--- src/rtl/muldiv_unit.sv ---
// Iterative MIPS multiply/divide unit owning HI/LO (mult, multu, div, divu, mthi, mtlo).
// Latency: WIDTH busy cycles after start, then one FIN cycle with done=1 and HI/LO updated.
// Backpressure: start is ignored while busy=1 (no queuing); the hazard unit stalls on busy.
module muldiv_unit #(
  parameter int WIDTH = 32,
  parameter int CNT_W = 6
) (
  input  logic             clk,
  input  logic             rst_n,
  input  logic             start,
  input  logic [1:0]       op,
  input  logic [WIDTH-1:0] rs,
  input  logic [WIDTH-1:0] rt,
  input  logic             hi_we,
  input  logic             lo_we,
  input  logic [WIDTH-1:0] wdata,
  output logic             busy,
  output logic             done,
  output logic             div_zero,
  output logic [WIDTH-1:0] hi,
  output logic [WIDTH-1:0] lo
);

  typedef enum logic [1:0] {IDLE, RUN, FIN} state_t;

  // Per-operation context captured when the op is accepted
  typedef struct packed {
    logic             is_div;
    logic             neg_res;   // negate product / quotient at the end
    logic             neg_rem;   // negate remainder at the end
    logic             dz;        // divisor was zero
    logic [WIDTH-1:0] rs_raw;    // original dividend, returned as HI on divide-by-zero
    logic [WIDTH-1:0] opb;       // multiplicand magnitude or divisor magnitude
  } ctx_t;

  state_t            state, state_nxt;
  ctx_t              ctx;
  logic [CNT_W-1:0]  cnt, cnt_inc;
  logic [WIDTH-1:0]  acc_hi, acc_lo, acc_hi_n, acc_lo_n;
  logic [WIDTH:0]    add_sum, sub_diff;
  logic [2*WIDTH-1:0] prod, prod_s;
  logic [WIDTH-1:0]  fin_hi, fin_lo;
  logic              accept, last;
  logic              sgn_op, rs_neg, rt_neg;
  logic [WIDTH-1:0]  rs_mag, rt_mag;

  assign accept  = start && (state != RUN);
  assign cnt_inc = cnt + 1'b1;
  assign last    = (cnt_inc == CNT_W'(WIDTH));

  // Operand magnitudes; op[0]=0 selects the signed variants
  assign sgn_op = ~op[0];
  assign rs_neg = sgn_op & rs[WIDTH-1];
  assign rt_neg = sgn_op & rt[WIDTH-1];
  assign rs_mag = rs_neg ? -rs : rs;
  assign rt_mag = rt_neg ? -rt : rt;

  // State register
  always_ff @(posedge clk or negedge rst_n) begin
    if (!rst_n) state <= IDLE;
    else        state <= state_nxt;
  end

  // Next-state: a start in FIN chains straight into the next RUN
  always_comb begin
    state_nxt = state;
    case (state)
      IDLE:    if (start) state_nxt = RUN;
      RUN:     if (last)  state_nxt = FIN;
      FIN:     state_nxt = start ? RUN : IDLE;
      default: state_nxt = IDLE;
    endcase
  end

  // Status outputs decoded from state
  always_comb begin
    busy = (state == RUN);
    done = (state == FIN);
  end

  // One shift-add or restoring-divide step, plus sign fix-up of the final step
  always_comb begin
    add_sum  = {1'b0, acc_hi} + (acc_lo[0] ? {1'b0, ctx.opb} : '0);
    sub_diff = {acc_hi, acc_lo[WIDTH-1]} - {1'b0, ctx.opb};
    if (!ctx.is_div) begin
      acc_hi_n = add_sum[WIDTH:1];
      acc_lo_n = {add_sum[0], acc_lo[WIDTH-1:1]};
    end else if (!sub_diff[WIDTH]) begin
      acc_hi_n = sub_diff[WIDTH-1:0];
      acc_lo_n = {acc_lo[WIDTH-2:0], 1'b1};
    end else begin
      acc_hi_n = {acc_hi[WIDTH-2:0], acc_lo[WIDTH-1]};
      acc_lo_n = {acc_lo[WIDTH-2:0], 1'b0};
    end
    prod   = {acc_hi_n, acc_lo_n};
    prod_s = ctx.neg_res ? -prod : prod;
    if (!ctx.is_div) begin
      fin_hi = prod_s[2*WIDTH-1:WIDTH];
      fin_lo = prod_s[WIDTH-1:0];
    end else if (ctx.dz) begin
      fin_hi = ctx.rs_raw;
      fin_lo = '1;
    end else begin
      fin_hi = ctx.neg_rem ? -acc_hi_n : acc_hi_n;
      fin_lo = ctx.neg_res ? -acc_lo_n : acc_lo_n;
    end
  end

  // Working registers: capture operands on accept, iterate while running
  always_ff @(posedge clk or negedge rst_n) begin
    if (!rst_n) begin
      ctx    <= '0;
      acc_hi <= '0;
      acc_lo <= '0;
      cnt    <= '0;
    end else if (accept) begin
      ctx.is_div  <= op[1];
      ctx.neg_res <= rs_neg ^ rt_neg;
      ctx.neg_rem <= rs_neg;
      ctx.dz      <= (rt == '0);
      ctx.rs_raw  <= rs;
      ctx.opb     <= op[1] ? rt_mag : rs_mag;
      acc_hi      <= '0;
      acc_lo      <= op[1] ? rs_mag : rt_mag;
      cnt         <= '0;
    end else if (state == RUN) begin
      acc_hi <= acc_hi_n;
      acc_lo <= acc_lo_n;
      cnt    <= last ? '0 : cnt_inc;
    end
  end

  // Architectural HI/LO and sticky divide-by-zero; only the final step or mthi/mtlo touch them
  always_ff @(posedge clk or negedge rst_n) begin
    if (!rst_n) begin
      hi       <= '0;
      lo       <= '0;
      div_zero <= 1'b0;
    end else if (state == RUN) begin
      if (last) begin
        hi <= fin_hi;
        lo <= fin_lo;
        if (ctx.is_div) div_zero <= ctx.dz;
      end
    end else if (!start) begin
      if (hi_we) hi <= wdata;
      if (lo_we) lo <= wdata;
    end
  end

endmodule

--- config.mk ---
export PLATFORM = sky130hd
export DESIGN_NAME = muldiv_unit
export DESIGN_NICKNAME = d
export VERILOG_FILES = /design/src/rtl/muldiv_unit.sv
export SDC_FILE = /design/constraint.sdc
export NUM_CORES = 1
export LEC_CHECK = 0
export BUFFER_PORTS_ARGS = -buffer_cell sky130_fd_sc_hd__buf_2
export CAP_MARGIN = 5
export CORE_MARGIN = 10
export CORE_UTILIZATION = 30
export DETAILED_ROUTE_END_ITERATION = 6
export GPL_ROUTABILITY_DRIVEN = 0
export SYNTH_ARGS = -nofsm -noshare
export SYNTH_HDL_FRONTEND = slang
export SYNTH_SLANG_ARGS = --single-unit
--- constraint.sdc ---
create_clock -name clk -period 5.32 [get_ports clk]
set_clock_uncertainty 0.2 [all_clocks]
set_input_delay 1.33 -clock clk [delete_from_list [all_inputs] [get_ports clk]]
set_output_delay 1.33 -clock clk [all_outputs]
set_load 0.03 [all_outputs]
Yosys cells after proc, flatten, opt, wreduce, memory -nomap -nowiden

Cells that the tools add are included.

Bits in registers: 205
Logic and storage cells: 77
Input port bits: 103

Add/sub/neg operators: 8
Reductions and logical operators: 10
Bitwise logic cells: 4
Muxes and demuxes: 35
Eq/ne operators: 7

Operator list:

| cell                                                                  | count |
|---|---|
| 32-bit 2-to-1 mux                                                     | 26 |
| 32-bit negation                                                       | 4 |
| 64-bit 2-to-1 mux                                                     | 1 |
| 64-bit negation                                                       | 1 |
| 32-bit by 32-bit adder with 33-bit output                             | 1 |
| 33-bit by 32-bit subtractor with 33-bit output                        | 1 |
| 32-bit zero test                                                      | 1 |
| 6-bit 2-to-1 mux                                                      | 3 |
| 3-bit AND reduction                                                   | 3 |
| 6-bit by 1-bit adder with 6-bit output, second input constant         | 1 |
| 6-bit equality test, second input constant                            | 1 |
| 2-bit by 1-bit != test with 1-bit output, second input constant       | 3 |
| 2-bit case mux with 3 select lines                                    | 1 |
| 2-bit nonzero test                                                    | 3 |
| 2-bit 2-to-1 mux                                                      | 2 |
| 1-bit bitwise AND                                                     | 2 |
| 2-bit by 1-bit equality test with 1-bit output, second input constant | 1 |
| 2-bit equality test, second input constant                            | 1 |
| 2-bit zero test                                                       | 1 |
| 1-bit 2-to-1 mux                                                      | 2 |
| 2-bit != test, second input constant                                  | 1 |
| 2-bit AND reduction                                                   | 1 |
| 1-bit logical AND                                                     | 1 |
| 1-bit NOT                                                             | 1 |
| 1-bit bitwise XOR                                                     | 1 |

Logic depth before layout (Yosys ltp)

Word-level depth: 9
Gate-level depth with buffers: 25
Mapped depth without buffers: 22

Worst setup path before layout

No wires, ideal clock.

Kind: register -> register
From: reg acc_lo[31]
To: reg hi[8]
Stages on the path, launching flop included: 24
Data required time: 4.990 ns
Path slack: 0.251 ns
Arrival time: 4.739 ns
Buffers on the path: 3
Cells stage by stage: dfrtp_1 > inv_1 > ha_1 > inv_1 > fa_1 > a211oi_1 > o211ai_1 > nand3_2 > a211oi_4 > nor3_2 > nor3_2 > a21oi_1 > ha_1 > nand2_1 > or2_2 > clkbuf_1 > nand2b_1 > or3_1 > clkbuf_1 > clkbuf_1 > o41ai_1 > xnor2_1 > o211ai_1 > nand3_1

Word-level cells in the longest chain between the ends: 9

Ends and longest elaborated chain:

| element                                        | line | text |
|---|---|---|
| start: declaration                             | 39   | `logic [WIDTH-1:0] acc_hi, acc_lo, acc_hi_n, acc_lo_n;` |
| start signal: assignment                       | 124  | `acc_lo <= op[1] ? rs_mag : rt_mag;` |
| start signal: assignment                       | 128  | `acc_lo <= acc_lo_n;` |
| 33-bit by 32-bit subtractor with 33-bit output | 84   | `sub_diff = {acc_hi, acc_lo[WIDTH-1]} - {1'b0, ctx.opb};` |
| 32-bit 2-to-1 mux                              | 88   | `end else if (!sub_diff[WIDTH]) begin` |
| 32-bit 2-to-1 mux                              | 85   | `if (!ctx.is_div) begin` |
| 32-bit negation                                | 104  | `fin_hi = ctx.neg_rem ? -acc_hi_n : acc_hi_n;` |
| 32-bit 2-to-1 mux                              | 104  |  |
| 32-bit 2-to-1 mux                              | 100  | `end else if (ctx.dz) begin` |
| 32-bit 2-to-1 mux *                            | 97   | `if (!ctx.is_div) begin` |
| 32-bit 2-to-1 mux *                            | 140  | `if (last) begin` |
| 32-bit 2-to-1 mux *                            | 139  | `end else if (state == RUN) begin` |
| end signal: assignment                         | 141  | `hi <= fin_hi;` |
| end signal: assignment                         | 146  | `if (hi_we) hi <= wdata;` |
| end: declaration                               | 20   | `output logic [WIDTH-1:0] hi,` |

Every way passes the cells marked *; elsewhere a longest branch is shown, timed or not. The select of a mux whose other input is x is not followed.
A chain may end at the register's enable or synchronous reset.

Final worst setup path

From: reg acc_lo[0]
To: reg hi[30]

Word-level cells in the longest chain between the ends: 9

Ends and longest elaborated chain:

| element                                   | line | text |
|---|---|---|
| 32-bit 2-to-1 mux                         | 83   | `add_sum = {1'b0, acc_hi} + (acc_lo[0] ? {1'b0, ctx.opb} : '0);` |
| 32-bit by 32-bit adder with 33-bit output | 83   |  |
| 32-bit 2-to-1 mux                         | 85   |  |
| 32-bit negation                           | 104  |  |
| 32-bit 2-to-1 mux                         | 104  |  |
| 32-bit 2-to-1 mux                         | 100  |  |
| 32-bit 2-to-1 mux *                       | 97   |  |
| 32-bit 2-to-1 mux *                       | 140  |  |
| 32-bit 2-to-1 mux *                       | 139  |  |

Marked as above.

==> flow_summary.yaml <==
run_status:
  status: "completed"
synthesis:
  seq_area_frac_synth_pct: 28.0
  synthTopCellsByArea: "dfrtp_1, o21ai_0, nand2_1"
  synth_area_leader_cell: "dfrtp_1"
  ys.flop_type: "dfrtp_1"
  synth_cell_type_count: 82
  synth-seq-cells: 205
  avgSynthCellArea_um2: 7.70
  syn-cell-area_um2: 18300
  synth.most_common_cell: "nand2_1"
  yosysWarnings: 0
  syn_nets: 2553
  netlist_instances: 2379
  synthArstFlopShare_pct: 100
  synth-edff-count: 0
  synth_common_cells: "nand2_1, o21ai_0, dfrtp_1, a21oi_1, nor2_1"
  netlist.area_leader.share_pct: 28.0
power_and_ir_drop:
  irDropWorstVdd_mv: 0.272
  p_leak_nw: 9.09
  powerDensity_nw_per_um2: 723
setup_path:
  r2r_end: "hi[30]$_DFFE_PN0P_"
  cp.arrival_ns: 5.38
  start_kind: "flip-flop"
  crit_fanout: 9
  worstPathRequired_ns: 5.56
  r2r_slack_ns: 0.18
  worstReg2RegStart: "acc_lo[0]$_DFFE_PN0P_"
  worstSetupPathType: "flip-flop to flip-flop"
  end_kind: "flip-flop"
  reg2reg_depth: 18
routing:
  vias_per_cell: 5.78
  ant_nets: 0
  wl_per_cell_um: 23.3
  vias: 19429
  drc: 0
  first_pass_iters: 6
  routed_wl_mm: 78.4
  drt_iter0_markers: 2251
clocking:
  clk_pin_slew_ns: 0.07
  cts.path.max_buffers: 3
  cts.sinks: 205
  cts_tree: "done"
  cts-root-buf: "clkbuf_16"
  htree_levels: 1
  clkLatencyLatePin_ns: 0.56
  numCtsBuffers: 25
  cts_hold_buf: 0
sta:
  layout_setup_ws_ns: 0.178
  period_minus_slack_ns: 5.14
  maxSlewViolCount: 0
  slew_headroom_pct: 23.2
  hold_viol: 0
  finalSetupViolations: 0
  holdWs_ns: 0.276
  finalCritPeriodShare_pct: 96.7
  rsz0062_at_grt: "yes"
  fmax_mhz: 194
  worst_pin_slew_ns: 1.14
finish:
  drive_above_1_share_pct: 16.8
  register_area_um2: 5130
  area.growth.synth_to_final_pct: 17.4
  finalNetCount: 2734
  final_cell_count_no_fill: 3359
  multi_input_area_um2: 12400
  final.fill_count: 6462
min_path:
  min_path_type: "flip-flop to flip-flop"
  whs_endpoint: "lo[27]$_DFFE_PN0P_"
  min_from: "lo[27]$_DFFE_PN0P_"
  worstHoldPathCells: 2
flow_run:
  cap_viol_max_count: 0
placement:
  hpwl_mm: 62.3
  numPortBuffers: 169
  dp_slack_ns: 0.126
  dp.cells: 3310
global_route:
  track_usage_pct: 21.2
  grt_first_pass_wirelength_mm: 116
  grt_pass1_vias: 18053
  antenna_found_initial: 9
  grt_overflow: 0
  grt_start_max_net_pins: 108
floorplan:
  ios: 170
  rows: 90
  core_um2: 60400
  initial_core_util_pct: 30.4
  die_area_um2: 71400
  die_w_um: 267
  die_y_um: 267
[flip-flops by register name, indices dropped and copies added (netlist names)]
register and flops:
acc_hi 32, acc_lo 32, cnt 6, ctx 68
div_zero 1, hi 32, lo 32, state 2
[final cells by class]
type | count | area share, %
Clock buffer | 32 | 3.26
Multi-Input combinational cell | 1963 | 57.9
Tap cell | 782 | 4.55
Inverter | 64 | 1.13
Sequential cell | 205 | 23.9
Antenna cell | 1 | 0.0116
Timing Repair Buffer | 301 | 8.77
Clock inverter | 11 | 0.547
[where the power goes]
part           switching [W]  total [W]  internal, W
clock network       0.000760    0.00179      0.00103
registers           0.000724    0.00288      0.00215
logic                0.00683     0.0109      0.00405
[logic make-up (layout without fill, tap and decap cells)]
family | Yosys count | in the layout | share of synthesized area (%)
fa+ha+maj | 71 | 71 | 4.93
mux | 89 | 89 | 5.14
simple gates | 826 | 826 | 21.5
buf+inv | 211 | 408 | 4.47
compound gates | 794 | 794 | 27.2
other cells | 0 | 1 | 0
flops | 205 | 205 | 28.0
xor+xnor | 183 | 183 | 8.75
[cells in the final DEF, fill, tap and decap left out, types with 52 or more instances in the layout]
master / n
o21ai_0: 230
nor2_1: 170
inv_1: 61
ha_1: 68
buf_2: 167
nand2_1: 303
nor3_1: 52
a211oi_1: 55
a21oi_1: 183
xnor2_1: 94
xor2_1: 89
dfrtp_1: 203
buf_4: 130
[through the flow]
| stage | utilization, % | area [µm²] | total power, W | TNS [ns] |
|---|---|---|---|---|
| floorplan | - | 18300 | 0.00957 | 0 |
| global placement | 34.1 | 20600 | 0.0134 | 0 |
| global route | 35.6 | 21500 | 0.0165 | -0.0872 |
| CTS | 35.5 | 21400 | 0.0152 | 0 |
| finish | 35.6 | 21500 | 0.0156 | 0 |
| detailed placement | 34.1 | 20600 | 0.0134 | 0 |
[how the worst max path moves through the flow]
stage,startpoint,to,depth (start not counted)
after CTS,ctx[0]$_DFFE_PN0P_,hi[28]$_DFFE_PN0P_,21
after detailed placement,ctx[0]$_DFFE_PN0P_,hi[28]$_DFFE_PN0P_,21
final,acc_lo[0]$_DFFE_PN0P_,hi[30]$_DFFE_PN0P_,18
after global routing,ctx[0]$_DFFE_PN0P_,hi[28]$_DFFE_PN0P_,21
after global placement,acc_lo[0]$_DFFE_PN0P_,hi[30]$_DFFE_PN0P_,18
after floorplan,acc_lo[31]$_DFFE_PN0P_,hi[8]$_DFFE_PN0P_,23
[worst max-delay path: stages (launching register included)]
cell	delay (ns)
dfrtp_1	0.50
and2_1	0.20
ha_1	0.22
fa_1	0.42
a21o_1	0.22
a31oi_1	0.29
buf_4	0.19
or3_1	0.20
nand3_1	0.17
and2_1	0.25
a31oi_2	0.32
xor2_1	0.37
o221a_2	0.34
nand3_1	0.12
buf_4	0.18
nor4_1	0.36
mux2_1	0.36
nand2_1	0.07
a21oi_1	0.06
[per-layer routing]
layer | routed length [µm] | up-vias | global-route usage, %
met2 | 33800 | 903 | 32.1
met3 | 7640 | 167 | 4.78
li1 | - | 9047 | -
met5 | 55 | - | 0
met4 | 2840 | 8 | 6.77
met1 | 34000 | 9304 | 29.3
[timing repair]
item | in CTS | in global routing
resized for setup | 0 | 9
endpoints found under the setup margin | 0 | 24
hold endpoints to repair | 0 | 0
buffers inserted | 0 | 5
Power figures use the tool's default switching activity.
